<file path="src/rtl/rng_stream_gen_if.sv">
// AXI write-channel bundle for rng_stream_gen: AW, W and B channels only.
// The generator is the master; the memory side (or a bench) is the slave.
`timescale 1ns/1ps
interface rng_stream_gen_if #(
    parameter int DATA_WIDTH = 512,
    parameter int ADDR_WIDTH = 64,
    parameter int ID_WIDTH   = 16
);
    logic [ID_WIDTH-1:0]     awid_m;
    logic [ADDR_WIDTH-1:0]   awaddr_m;
    logic [7:0]              awlen_m;
    logic [2:0]              awsize_m;
    logic                    awvalid_m;
    logic                    awready_m;
    logic [DATA_WIDTH-1:0]   wdata_m;
    logic [DATA_WIDTH/8-1:0] wstrb_m;
    logic                    wlast_m;
    logic                    wvalid_m;
    logic                    wready_m;
    logic [ID_WIDTH-1:0]     bid_m;
    logic [1:0]              bresp_m;
    logic                    bvalid_m;
    logic                    bready_m;

    modport master (
        output awid_m, awaddr_m, awlen_m, awsize_m, awvalid_m,
        output wdata_m, wstrb_m, wlast_m, wvalid_m, bready_m,
        input  awready_m, wready_m, bid_m, bresp_m, bvalid_m
    );

    modport slave (
        input  awid_m, awaddr_m, awlen_m, awsize_m, awvalid_m,
        input  wdata_m, wstrb_m, wlast_m, wvalid_m, bready_m,
        output awready_m, wready_m, bid_m, bresp_m, bvalid_m
    );
endinterface

</file>
<file path="src/rtl/rng_stream_gen.sv">
// rng_stream_gen: fills a memory region with xorshift64 pseudo-random data
// through AXI write bursts, one burst outstanding at a time. Configured and
// polled through the soft register port.
// Optional feature macro: RNG_STREAM_CHECKSUM_EN adds a 64-bit XOR checksum
// of all written lane slices, readable at 0x20.
`timescale 1ns/1ps
module rng_stream_gen #(
    parameter int DATA_WIDTH = 512,
    parameter int NUM_LANES  = DATA_WIDTH / 64,
    parameter int ADDR_WIDTH = 64,
    parameter int ID_WIDTH   = 16,
    parameter int BURST_LEN  = 16
) (
    input  logic                   clk,
    input  logic                   rst_n,
    rng_stream_gen_if.master       axi,
    input  logic                   softreg_req_valid,
    input  logic                   softreg_req_isWrite,
    input  logic [31:0]            softreg_req_addr,
    input  logic [63:0]            softreg_req_data,
    output logic                   softreg_resp_valid,
    output logic [63:0]            softreg_resp_data
);

    localparam int BYTE_SHIFT  = $clog2(DATA_WIDTH / 8);
    localparam int BURST_SHIFT = $clog2(BURST_LEN * DATA_WIDTH / 8);
    localparam logic [63:0] BASE_MASK = ~((64'd1 << BURST_SHIFT) - 64'd1);
    localparam logic [ADDR_WIDTH-1:0] BURST_BYTES = ADDR_WIDTH'(BURST_LEN * DATA_WIDTH / 8);
    localparam logic [63:0] GOLDEN = 64'h9E3779B97F4A7C15;

    typedef enum logic [2:0] {S_IDLE, S_ADDR, S_DATA, S_RESP, S_DONE} state_t;

    state_t                       r_state;
    state_t                       w_nextState;
    logic [63:0]                  r_base;
    logic [63:0]                  r_len;
    logic [63:0]                  r_seed;
    logic [63:0]                  r_beatsLeft;
    logic [NUM_LANES-1:0][63:0]   r_lanes;
    logic [NUM_LANES-1:0][63:0]   w_seedLanes;
    logic [NUM_LANES-1:0][63:0]   w_nextLanes;
    logic [ADDR_WIDTH-1:0]        r_nextAddr;
    logic [7:0]                   r_awlen;
    logic [7:0]                   r_beatIdx;
    logic [7:0]                   w_burstBeats;
    logic [31:0]                  r_beatCount;
    logic [32:0]                  w_countSum;
    logic                         r_busy;
    logic                         r_done;
    logic                         r_err;
    logic [63:0]                  w_lenBeats;
    logic [63:0]                  w_beatsAfter;
    logic [2:0]                   w_sel;
    logic                         w_regWrite;
    logic                         w_start;
    logic                         w_awFire;
    logic                         w_wFire;
    logic                         w_bFire;
    logic [63:0]                  w_readData;
    logic                         w_unused;
`ifdef RNG_STREAM_CHECKSUM_EN
    logic [63:0]                  r_checksum;
    logic [63:0]                  w_laneXor;
`endif

    function automatic logic [63:0] xorshift64(input logic [63:0] x);
        logic [63:0] v;
        v = x ^ (x << 13);
        v = v ^ (v >> 7);
        v = v ^ (v << 17);
        return v;
    endfunction

    function automatic logic [63:0] seedLane(input logic [63:0] seed, input int idx);
        logic [63:0] mixed;
        mixed = seed ^ (64'(idx) * GOLDEN);
        return (mixed == 64'd0) ? 64'd1 : mixed;
    endfunction

    assign w_sel        = softreg_req_addr[5:3];
    assign w_regWrite   = softreg_req_valid & softreg_req_isWrite;
    assign w_start      = w_regWrite && (w_sel == 3'd3) && (r_state == S_IDLE);
    assign w_lenBeats   = r_len >> BYTE_SHIFT;
    assign w_burstBeats = (r_beatsLeft >= 64'(BURST_LEN)) ? 8'(BURST_LEN) : r_beatsLeft[7:0];
    assign w_beatsAfter = r_beatsLeft - {56'd0, r_awlen} - 64'd1;
    assign w_countSum   = {1'b0, r_beatCount} + {25'd0, r_awlen} + 33'd1;
    assign w_awFire     = (r_state == S_ADDR) && axi.awready_m;
    assign w_wFire      = (r_state == S_DATA) && axi.wready_m;
    assign w_bFire      = (r_state == S_RESP) && axi.bvalid_m;
    assign w_unused     = ^{axi.bid_m, softreg_req_addr[31:6], softreg_req_addr[2:0]};

    assign axi.awid_m   = '0;
    assign axi.awaddr_m = r_nextAddr;
    assign axi.awlen_m  = w_burstBeats - 8'd1;
    assign axi.awsize_m = 3'(BYTE_SHIFT);
    assign axi.wdata_m  = r_lanes;
    assign axi.wstrb_m  = '1;
    assign axi.wlast_m  = (r_state == S_DATA) && (r_beatIdx == r_awlen);

    // Seed values for a new run and the next state of every lane.
    always_comb begin
        w_seedLanes = '0;
        w_nextLanes = '0;
        for (int i = 0; i < NUM_LANES; i++) begin
            w_seedLanes[i] = seedLane(r_seed, i);
            w_nextLanes[i] = xorshift64(r_lanes[i]);
        end
    end

`ifdef RNG_STREAM_CHECKSUM_EN
    // XOR of all lane slices in the current beat, folded into the checksum.
    always_comb begin
        w_laneXor = '0;
        for (int i = 0; i < NUM_LANES; i++) begin
            w_laneXor = w_laneXor ^ r_lanes[i];
        end
    end
`endif

    // FSM state register.
    always_ff @(posedge clk) begin
        if (!rst_n) begin
            r_state <= S_IDLE;
        end else begin
            r_state <= w_nextState;
        end
    end

    // FSM next state and the channel valid/ready outputs.
    always_comb begin
        w_nextState   = r_state;
        axi.awvalid_m = 1'b0;
        axi.wvalid_m  = 1'b0;
        axi.bready_m  = 1'b0;
        case (r_state)
            S_IDLE: begin
                if (w_start) begin
                    w_nextState = (w_lenBeats != 64'd0) ? S_ADDR : S_DONE;
                end
            end
            S_ADDR: begin
                axi.awvalid_m = 1'b1;
                if (axi.awready_m) begin
                    w_nextState = S_DATA;
                end
            end
            S_DATA: begin
                axi.wvalid_m = 1'b1;
                if (axi.wready_m && (r_beatIdx == r_awlen)) begin
                    w_nextState = S_RESP;
                end
            end
            S_RESP: begin
                axi.bready_m = 1'b1;
                if (axi.bvalid_m) begin
                    w_nextState = (w_beatsAfter != 64'd0) ? S_ADDR : S_DONE;
                end
            end
            S_DONE: begin
                w_nextState = S_IDLE;
            end
            default: begin
                w_nextState = S_IDLE;
            end
        endcase
    end

    // Soft register read mux.
    always_comb begin
        w_readData = '0;
        case (w_sel)
            3'd0:    w_readData = r_base;
            3'd1:    w_readData = r_len;
            3'd2:    w_readData = r_seed;
            3'd3:    w_readData = {r_beatCount, 29'd0, r_err, r_done, r_busy};
`ifdef RNG_STREAM_CHECKSUM_EN
            3'd4:    w_readData = r_checksum;
`endif
            default: w_readData = '0;
        endcase
    end

    // Configuration registers, run state, lane generators and read response.
    always_ff @(posedge clk) begin
        if (!rst_n) begin
            r_base             <= '0;
            r_len              <= '0;
            r_seed             <= '0;
            r_beatsLeft        <= '0;
            r_lanes            <= '0;
            r_nextAddr         <= '0;
            r_awlen            <= '0;
            r_beatIdx          <= '0;
            r_beatCount        <= '0;
            r_busy             <= 1'b0;
            r_done             <= 1'b0;
            r_err              <= 1'b0;
            softreg_resp_valid <= 1'b0;
            softreg_resp_data  <= '0;
`ifdef RNG_STREAM_CHECKSUM_EN
            r_checksum         <= '0;
`endif
        end else begin
            if (w_regWrite) begin
                case (w_sel)
                    3'd0:    r_base <= softreg_req_data & BASE_MASK;
                    3'd1:    r_len  <= softreg_req_data;
                    3'd2:    r_seed <= softreg_req_data;
                    default: ;
                endcase
            end
            if (w_start) begin
                r_busy      <= 1'b1;
                r_done      <= 1'b0;
                r_err       <= 1'b0;
                r_beatCount <= '0;
                r_beatsLeft <= w_lenBeats;
                r_nextAddr  <= ADDR_WIDTH'(r_base);
                r_lanes     <= w_seedLanes;
`ifdef RNG_STREAM_CHECKSUM_EN
                r_checksum  <= '0;
`endif
            end
            if (w_awFire) begin
                r_awlen    <= w_burstBeats - 8'd1;
                r_beatIdx  <= '0;
                r_nextAddr <= r_nextAddr + BURST_BYTES;
            end
            if (w_wFire) begin
                r_lanes    <= w_nextLanes;
                r_beatIdx  <= r_beatIdx + 8'd1;
`ifdef RNG_STREAM_CHECKSUM_EN
                r_checksum <= r_checksum ^ w_laneXor;
`endif
            end
            if (w_bFire) begin
                if (axi.bresp_m != 2'b00) begin
                    r_err <= 1'b1;
                end
                r_beatCount <= w_countSum[32] ? 32'hFFFF_FFFF : w_countSum[31:0];
                r_beatsLeft <= w_beatsAfter;
            end
            if (r_state == S_DONE) begin
                r_busy <= 1'b0;
                r_done <= 1'b1;
            end
            softreg_resp_valid <= softreg_req_valid & ~softreg_req_isWrite;
            softreg_resp_data  <= (softreg_req_valid & ~softreg_req_isWrite) ? w_readData : 64'd0;
        end
    end

endmodule

</file>
<file path="src/flat_wrapper.sv">
// flat-port wrapper written by rule: the top's interface ports become plain ports
module rng_stream_gen_flat 
#(
    parameter int DATA_WIDTH = 512,
    parameter int NUM_LANES  = DATA_WIDTH / 64,
    parameter int ADDR_WIDTH = 64,
    parameter int ID_WIDTH   = 16,
    parameter int BURST_LEN  = 16
)
  (clk, rst_n, softreg_req_valid, softreg_req_isWrite, softreg_req_addr, softreg_req_data, softreg_resp_valid, softreg_resp_data, axi_awid_m, axi_awaddr_m, axi_awlen_m, axi_awsize_m, axi_awvalid_m, axi_wdata_m, axi_wstrb_m, axi_wlast_m, axi_wvalid_m, axi_bready_m, axi_awready_m, axi_wready_m, axi_bid_m, axi_bresp_m, axi_bvalid_m);
  rng_stream_gen_if #(.DATA_WIDTH(DATA_WIDTH), .ADDR_WIDTH(ADDR_WIDTH), .ID_WIDTH(ID_WIDTH)) axi_i ();
  input  logic clk;
  input  logic rst_n;
  input  logic softreg_req_valid;
  input  logic softreg_req_isWrite;
  input  logic [31:0] softreg_req_addr;
  input  logic [63:0] softreg_req_data;
  output logic softreg_resp_valid;
  output logic [63:0] softreg_resp_data;
  output wire logic [$bits(axi_i.awid_m)-1:0] axi_awid_m;
  output wire logic [$bits(axi_i.awaddr_m)-1:0] axi_awaddr_m;
  output wire logic [$bits(axi_i.awlen_m)-1:0] axi_awlen_m;
  output wire logic [$bits(axi_i.awsize_m)-1:0] axi_awsize_m;
  output wire logic [$bits(axi_i.awvalid_m)-1:0] axi_awvalid_m;
  output wire logic [$bits(axi_i.wdata_m)-1:0] axi_wdata_m;
  output wire logic [$bits(axi_i.wstrb_m)-1:0] axi_wstrb_m;
  output wire logic [$bits(axi_i.wlast_m)-1:0] axi_wlast_m;
  output wire logic [$bits(axi_i.wvalid_m)-1:0] axi_wvalid_m;
  output wire logic [$bits(axi_i.bready_m)-1:0] axi_bready_m;
  input wire logic [$bits(axi_i.awready_m)-1:0] axi_awready_m;
  input wire logic [$bits(axi_i.wready_m)-1:0] axi_wready_m;
  input wire logic [$bits(axi_i.bid_m)-1:0] axi_bid_m;
  input wire logic [$bits(axi_i.bresp_m)-1:0] axi_bresp_m;
  input wire logic [$bits(axi_i.bvalid_m)-1:0] axi_bvalid_m;
  assign axi_awid_m = axi_i.awid_m;
  assign axi_awaddr_m = axi_i.awaddr_m;
  assign axi_awlen_m = axi_i.awlen_m;
  assign axi_awsize_m = axi_i.awsize_m;
  assign axi_awvalid_m = axi_i.awvalid_m;
  assign axi_wdata_m = axi_i.wdata_m;
  assign axi_wstrb_m = axi_i.wstrb_m;
  assign axi_wlast_m = axi_i.wlast_m;
  assign axi_wvalid_m = axi_i.wvalid_m;
  assign axi_bready_m = axi_i.bready_m;
  assign axi_i.awready_m = axi_awready_m;
  assign axi_i.wready_m = axi_wready_m;
  assign axi_i.bid_m = axi_bid_m;
  assign axi_i.bresp_m = axi_bresp_m;
  assign axi_i.bvalid_m = axi_bvalid_m;
  rng_stream_gen #(.DATA_WIDTH(DATA_WIDTH), .NUM_LANES(NUM_LANES), .ADDR_WIDTH(ADDR_WIDTH), .ID_WIDTH(ID_WIDTH), .BURST_LEN(BURST_LEN)) u_core (.clk(clk), .rst_n(rst_n), .axi(axi_i), .softreg_req_valid(softreg_req_valid), .softreg_req_isWrite(softreg_req_isWrite), .softreg_req_addr(softreg_req_addr), .softreg_req_data(softreg_req_data), .softreg_resp_valid(softreg_resp_valid), .softreg_resp_data(softreg_resp_data));
endmodule
</file>
<file path="config.mk">
export PLATFORM = sky130hd
export DESIGN_NAME = rng_stream_gen_flat
export DESIGN_NICKNAME = d
export VERILOG_FILES = /design/src/rtl/rng_stream_gen_if.sv /design/src/rtl/rng_stream_gen.sv /design/src/flat_wrapper.sv
export SDC_FILE = /design/constraint.sdc
export NUM_CORES = 2
export LEC_CHECK = 0
export BUFFER_PORTS_ARGS = -buffer_cell sky130_fd_sc_hd__buf_2
export CORE_MARGIN = 3
export CORE_UTILIZATION = 45
export DETAILED_ROUTE_END_ITERATION = 8
export PLACE_DENSITY = 0.73
export REMOVE_ABC_BUFFERS = 1
export SKIP_CTS_REPAIR_TIMING = 1
export SLEW_MARGIN = 20
export SYNTH_ARGS = -nofsm -noshare
export SYNTH_HDL_FRONTEND = slang
export SYNTH_SLANG_ARGS = --single-unit
</file>
<file path="constraint.sdc">
create_clock -name clk -period 7.48 [get_ports clk]
set_input_delay 1.122 -clock clk [delete_from_list [all_inputs] [get_ports clk]]
set_output_delay 1.122 -clock clk [all_outputs]
set_load 0.1 [all_outputs]
</file>
== After elaboration in Yosys (flattened, before gate mapping) ==
Index checks and enable logic that the tools add are counted.
Cells by class
  $add $sub $neg: 7
  $mul: 0
  divide/modulo/power cells: 0
  $lt $le $gt $ge: 1
  equality and inequality tests: 12
  shift operators: 0
  multiplexer cells: 36
  bitwise gates (word level): 35
  reduce and logical (&&, ||, !) cells: 31
Operator list (count)
  512-bit 2-to-1 mux: 2
  64-bit XOR: 16
  64-bit 2-to-1 mux: 12
  64-bit zero test: 8
  64-bit by 57-bit XOR with 64-bit output: 8
  64-bit case mux with 4 select lines: 1
  64-bit nonzero test: 2
  32-bit 2-to-1 mux: 3
  37-bit inverter: 2
  64-bit by 11-bit adder with 64-bit output (second input constant): 1
  64-bit by 5-bit >= comparator with 1-bit output (second input constant): 1
  64-bit by 1-bit subtractor with 64-bit output (second input constant): 1
  64-bit by 8-bit subtractor with 64-bit output: 1
  40-bit inverter: 1
  39-bit inverter: 1
  38-bit inverter: 1
  32-bit by 8-bit adder with 33-bit output: 1
  33-bit by 1-bit adder with 33-bit output (second input constant): 1
  32-bit inverter: 1
  26-bit inverter: 1
  8-bit 2-to-1 mux: 3
  3-bit 2-to-1 mux: 6
  3-bit by 2-bit == test with 1-bit output (second input constant): 4
  3-bit case mux with 4 select lines: 1
  16 further kinds: 43
Storage, ports and cells
  register bits: 941
  bits in latches: 0
  RAM bits: 0
  bits in read-only memories: 0
  output and inout bits: 736
  logic and storage cells: 144
  memories: 0

== Logic depth before layout (Yosys ltp) ==
  word-level depth: 6
  mapped depth: 15
  depth with buffers taken out: 14

== Worst setup path before layout ==
OpenSTA, ideal clock, no wires.
  path type: register to output
  start: register u_core.r_beatsLeft[27]
  end: output port axi_awlen_m[2]
  arrival time: 4.899 ns
  data required time: 6.358 ns
  slack: 1.459 ns
  stages on the path, launching flop included: 9
  path buffers: 1
  cell sequence: dfxtp_1 -> buf_6 -> or4_4 -> or3_4 -> or3_4 -> nor4_4 -> nand2_1 -> ha_1 -> xnor2_1
Between the ends
  word-level cells in the longest chain between the ends: 3
Ends and longest elaborated chain
  from (decl): line rng_stream_gen.sv:38  | logic [63:0] r_beatsLeft;
  from (signal assigned): line rng_stream_gen.sv:217  | r_beatsLeft <= w_lenBeats;
  from (signal assigned): line rng_stream_gen.sv:241  | r_beatsLeft <= w_beatsAfter;
  64-bit by 5-bit >= comparator with 1-bit output: line rng_stream_gen.sv:84  | assign w_burstBeats = (r_beatsLeft >= 64'(BURST_LEN)) ? 8'(BURST_LEN) : r_beatsLeft[7:0];
  8-bit 2-to-1 mux: line rng_stream_gen.sv:84
  8-bit by 1-bit subtractor with 8-bit output: line rng_stream_gen.sv:94  | assign axi.awlen_m = w_burstBeats - 8'd1;
  to (decl): line flat_wrapper.sv:22  | output wire logic [$bits(axi_i.awlen_m)-1:0] axi_awlen_m;
No other way between the ends.

== Final worst setup path ==
  start: register u_core.r_beatsLeft[32]
  end: output port axi_awlen_m[5]
The elaborated chain is that of the path after synthesis.

==> summary.md <==
| Metric | Value |
|---|---|
| Initial antenna violation count | 31 |
| DR DRC count | 0 |
| Core Area | 118000 um2 |
| Fin nets | 7416 |
| Die area | 124000 um2 |
| Sw frac | between 30 and 40% |
| Global-route wire length before repair | 360000 um |
| CTS HTree Levels | 3 |
| EDFF count, synth | 0 |
| Worst VDD drop | approximately 0.20 mV |
| IO Pins | 857 |
| Logic pwr share | between 10% and 20% |
| DR vias | 56100 |
| Initial DRC Count | 8075 |
| Final setup vio count | 0 |
| CTS root buf | clkbuf_16 |
| Row count | 126 |
| Chip width | 352 um |
| Final period util | 75.4% |
| DRT Wirelength | approximately 260000 um |
| Leakage power | between 20 and 25 nW |
| WP data required | around 6400 ps |
| Worst-skew pair later-pin latency | ~730 ps |
| Asr flop ratio synth | 0% |
| Cell taking the most area after synthesis | dfxtp_1 |
| Worst-Margin Slew | 1330 ps |
| Fillers | 11200 |
| Clock Tree Buf Depth | 3 |
| Count leader, synth | nand2_1 |
| Crit Path Class | reg -> out |
| Mapped Area | roughly 54000 um2 |
| Cell-internal power | 8.56 mW |
| Area delta synth->final | 14.9% |
| Flops & latches, synth | 931 |
| CTS tree | built |
| Hold Fails Final Rpt | 0 |
| Largest net degree at the start of global routing | 211 |
| Port Buffers | about 720 |
| Share of layout cells above drive strength 1 | 14.2% |
| Seq pwr share | 41.7% |
| Die Height | 352 um |
| Class of the worst hold path | reg -> reg |
| Clock group share of total power | 43.9% |
| Number of buffers created by CTS | approximately 110 |
| Total GRT Usage | 39.6% |
| Vias in the first global route | between 50000 and 60000 |
| Routed vias/inst | 6.24 |
| Sequential fraction of the synthesis area | 34.6% |
| Syn Area/Cell | 7.88 um2 |
| Drt wl/cell | around 29 um |
| Relative slew slack | 11.0% |
| Synth area leaders | dfxtp_1 (35%), xnor2_1 (15%), nand2_1 (8.1%) |
| Unrepaired setup endpoints after global routing | no |
| Switching pwr | 3.80 mW |
| WP data arrival | 4520 ps |
| Minimum clock period | between 5000 and 6000 ps |
| Post-route ant nets | 0 |
| Max Clock Skew | 32.2 ps |
| Final worst setup slack | 1840 ps |
| Crit Path Max Fanout | 7 |
| Type of element capturing the critical path | output pin |
| Synthesized instance count | 6825 |
| Hold_ws | 460 ps |
| Max cap viols | 0 |
| Final HPWL DP | 182000 um |
| Clock sinks | 931 |
| Final GP Congestion | roughly 1 |
| Peak Freq | between 150 and 200 MHz |
| Primary FF master, synth | dfxtp_1 |
| Synth cell types | 80 |
| Starting Density | 45.4% |
| Synth top area share | 34.6% |
| Setup crit start kind | flop |
| Power per cell area | 200 nW/um2 |
| Final TNS setup | 0 ps |
| Fin. max-slew vios | 0 |
| Place WS | ~2700 ps |
| Yosys warns | 0 |
| Worst-path clk slew | 60 ps |
| Total grt overflow | 0 |
| First-pass iteration count of the detailed router | 7 |
| Outcome | finished clean |
| Top cells by count, synth | nand2_1 (1155), xnor2_1 (944), dfxtp_1 (931) |
cells in the final DEF, fill, tap and decap left out, drive strengths merged, types with 41 or more instances in the layout:
| cell | n |
|---|---|
| conb | 93 |
| dfxtp | 931 |
| nand2 | 1156 |
| nor4 | 70 |
| nand3 | 75 |
| xor2 | 452 |
| a211oi | 41 |
| nor2 | 536 |
| nand4 | 51 |
| o211ai | 177 |
| a311oi | 145 |
| xnor2 | 944 |
| nor3 | 130 |
| a22oi | 106 |
| a21oi | 669 |
| buf | 814 |
| a31oi | 125 |
| nand3b | 48 |
| o21ai | 221 |
| clkbuf | 155 |
state kept, by name (all words and copies together) (netlist names):
name	count
u_core.r_seed	64
u_core.softreg_resp_data	64
u_core.r_beatCount	32
u_core.r_beatIdx	8
u_core.r_base	54
u_core.axi.wdata_m	512
u_core.axi.awaddr_m	54
u_core.softreg_resp_valid	1
u_core.r_err	1
u_core.r_busy	1
u_core.r_done	1
u_core.r_state	3
u_core.r_len	64
u_core.r_awlen	8
u_core.r_beatsLeft	64
metrics by stage:
step	instances	total power, mW	utilization, %	instance area [um2]
final	8980	12.4	52.2	61800
after global routing	8961	12.6	52.2	61800
after CTS	8959	12.3	52.2	61800
after detailed placement	8766	7.00	49.1	58200
after global placement	8766	6.99	49.1	58200
after floorplan	6352	6.62	-	51600
kinds of logic (layout without fill, tap and decap cells):
logic type,after synthesis,count (layout),share of synthesized area (%)
other,2,114,0.0140
multiplexers,33,33,0.623
flip-flops,931,931,34.6
adder cells (fa/ha/maj),21,21,0.516
AND/OR/NAND/NOR,2255,2255,18.3
buffers and inverters,598,1041,4.90
XOR/XNOR,1397,1397,22.8
AO/OA/AOI/OAI,1588,1588,18.3
critical path: stages (launching register included):
cell     delay [ps]
dfxtp_1         380
nor4_1          690
nand2_1         330
or3_4           500
nor4_4          550
nor3b_1         350
nor3b_1         500
buf_2           530
per-layer routing:
metal | vias to the layer above | GRT usage, % | wire [um]
met5 | - | 0 | 160
met4 | 22 | 27.8 | 21300
met3 | 865 | 11.4 | 35800
met2 | 4177 | 58.8 | 109000
met1 | 26800 | 49.2 | 93100
li1 | 24200 | - | -
power by group through the flow:
stage               Sequential (mW)  Combinational (mW)  Clock, mW
floorplan                      5.57                1.04          0
CTS                            5.15                1.75       5.42
global route                   5.16                1.85       5.62
global placement               5.26                1.73          0
detailed placement             5.26                1.74          0
finish                         5.16                1.78       5.43
path summary, 6_finish.rpt:
| kind | start | endpoint | slack, ps | cells after the start |
|---|---|---|---|---|
| hold / removal | u_core.r_len[1] | u_core.r_len[1] | 460 | 2 |
| hold reg to reg | u_core.r_len[1] | u_core.r_len[1] | 460 | 2 |
| setup reg to reg | u_core.r_awlen[6] | u_core.r_state[0] | 3160 | 12 |
| setup / recovery | u_core.r_beatsLeft[32] | axi_awlen_m[5] | 1840 | 7 |
area by class of cell:
class                      instances  area, um2  share of cell area [%]
timing repair buffer             814       4400                    7.12
clock buffer                     155       3130                    5.06
multi-input combinational       5387      33000                    53.4
inverter                          34        135                   0.219
tap                             1600       2000                    3.24
clock inverter                    38        439                   0.710
sequential                       931      18600                    30.2
antenna                           21       52.6                  0.0850
No activity file was read; power rests on OpenSTA's default activity.
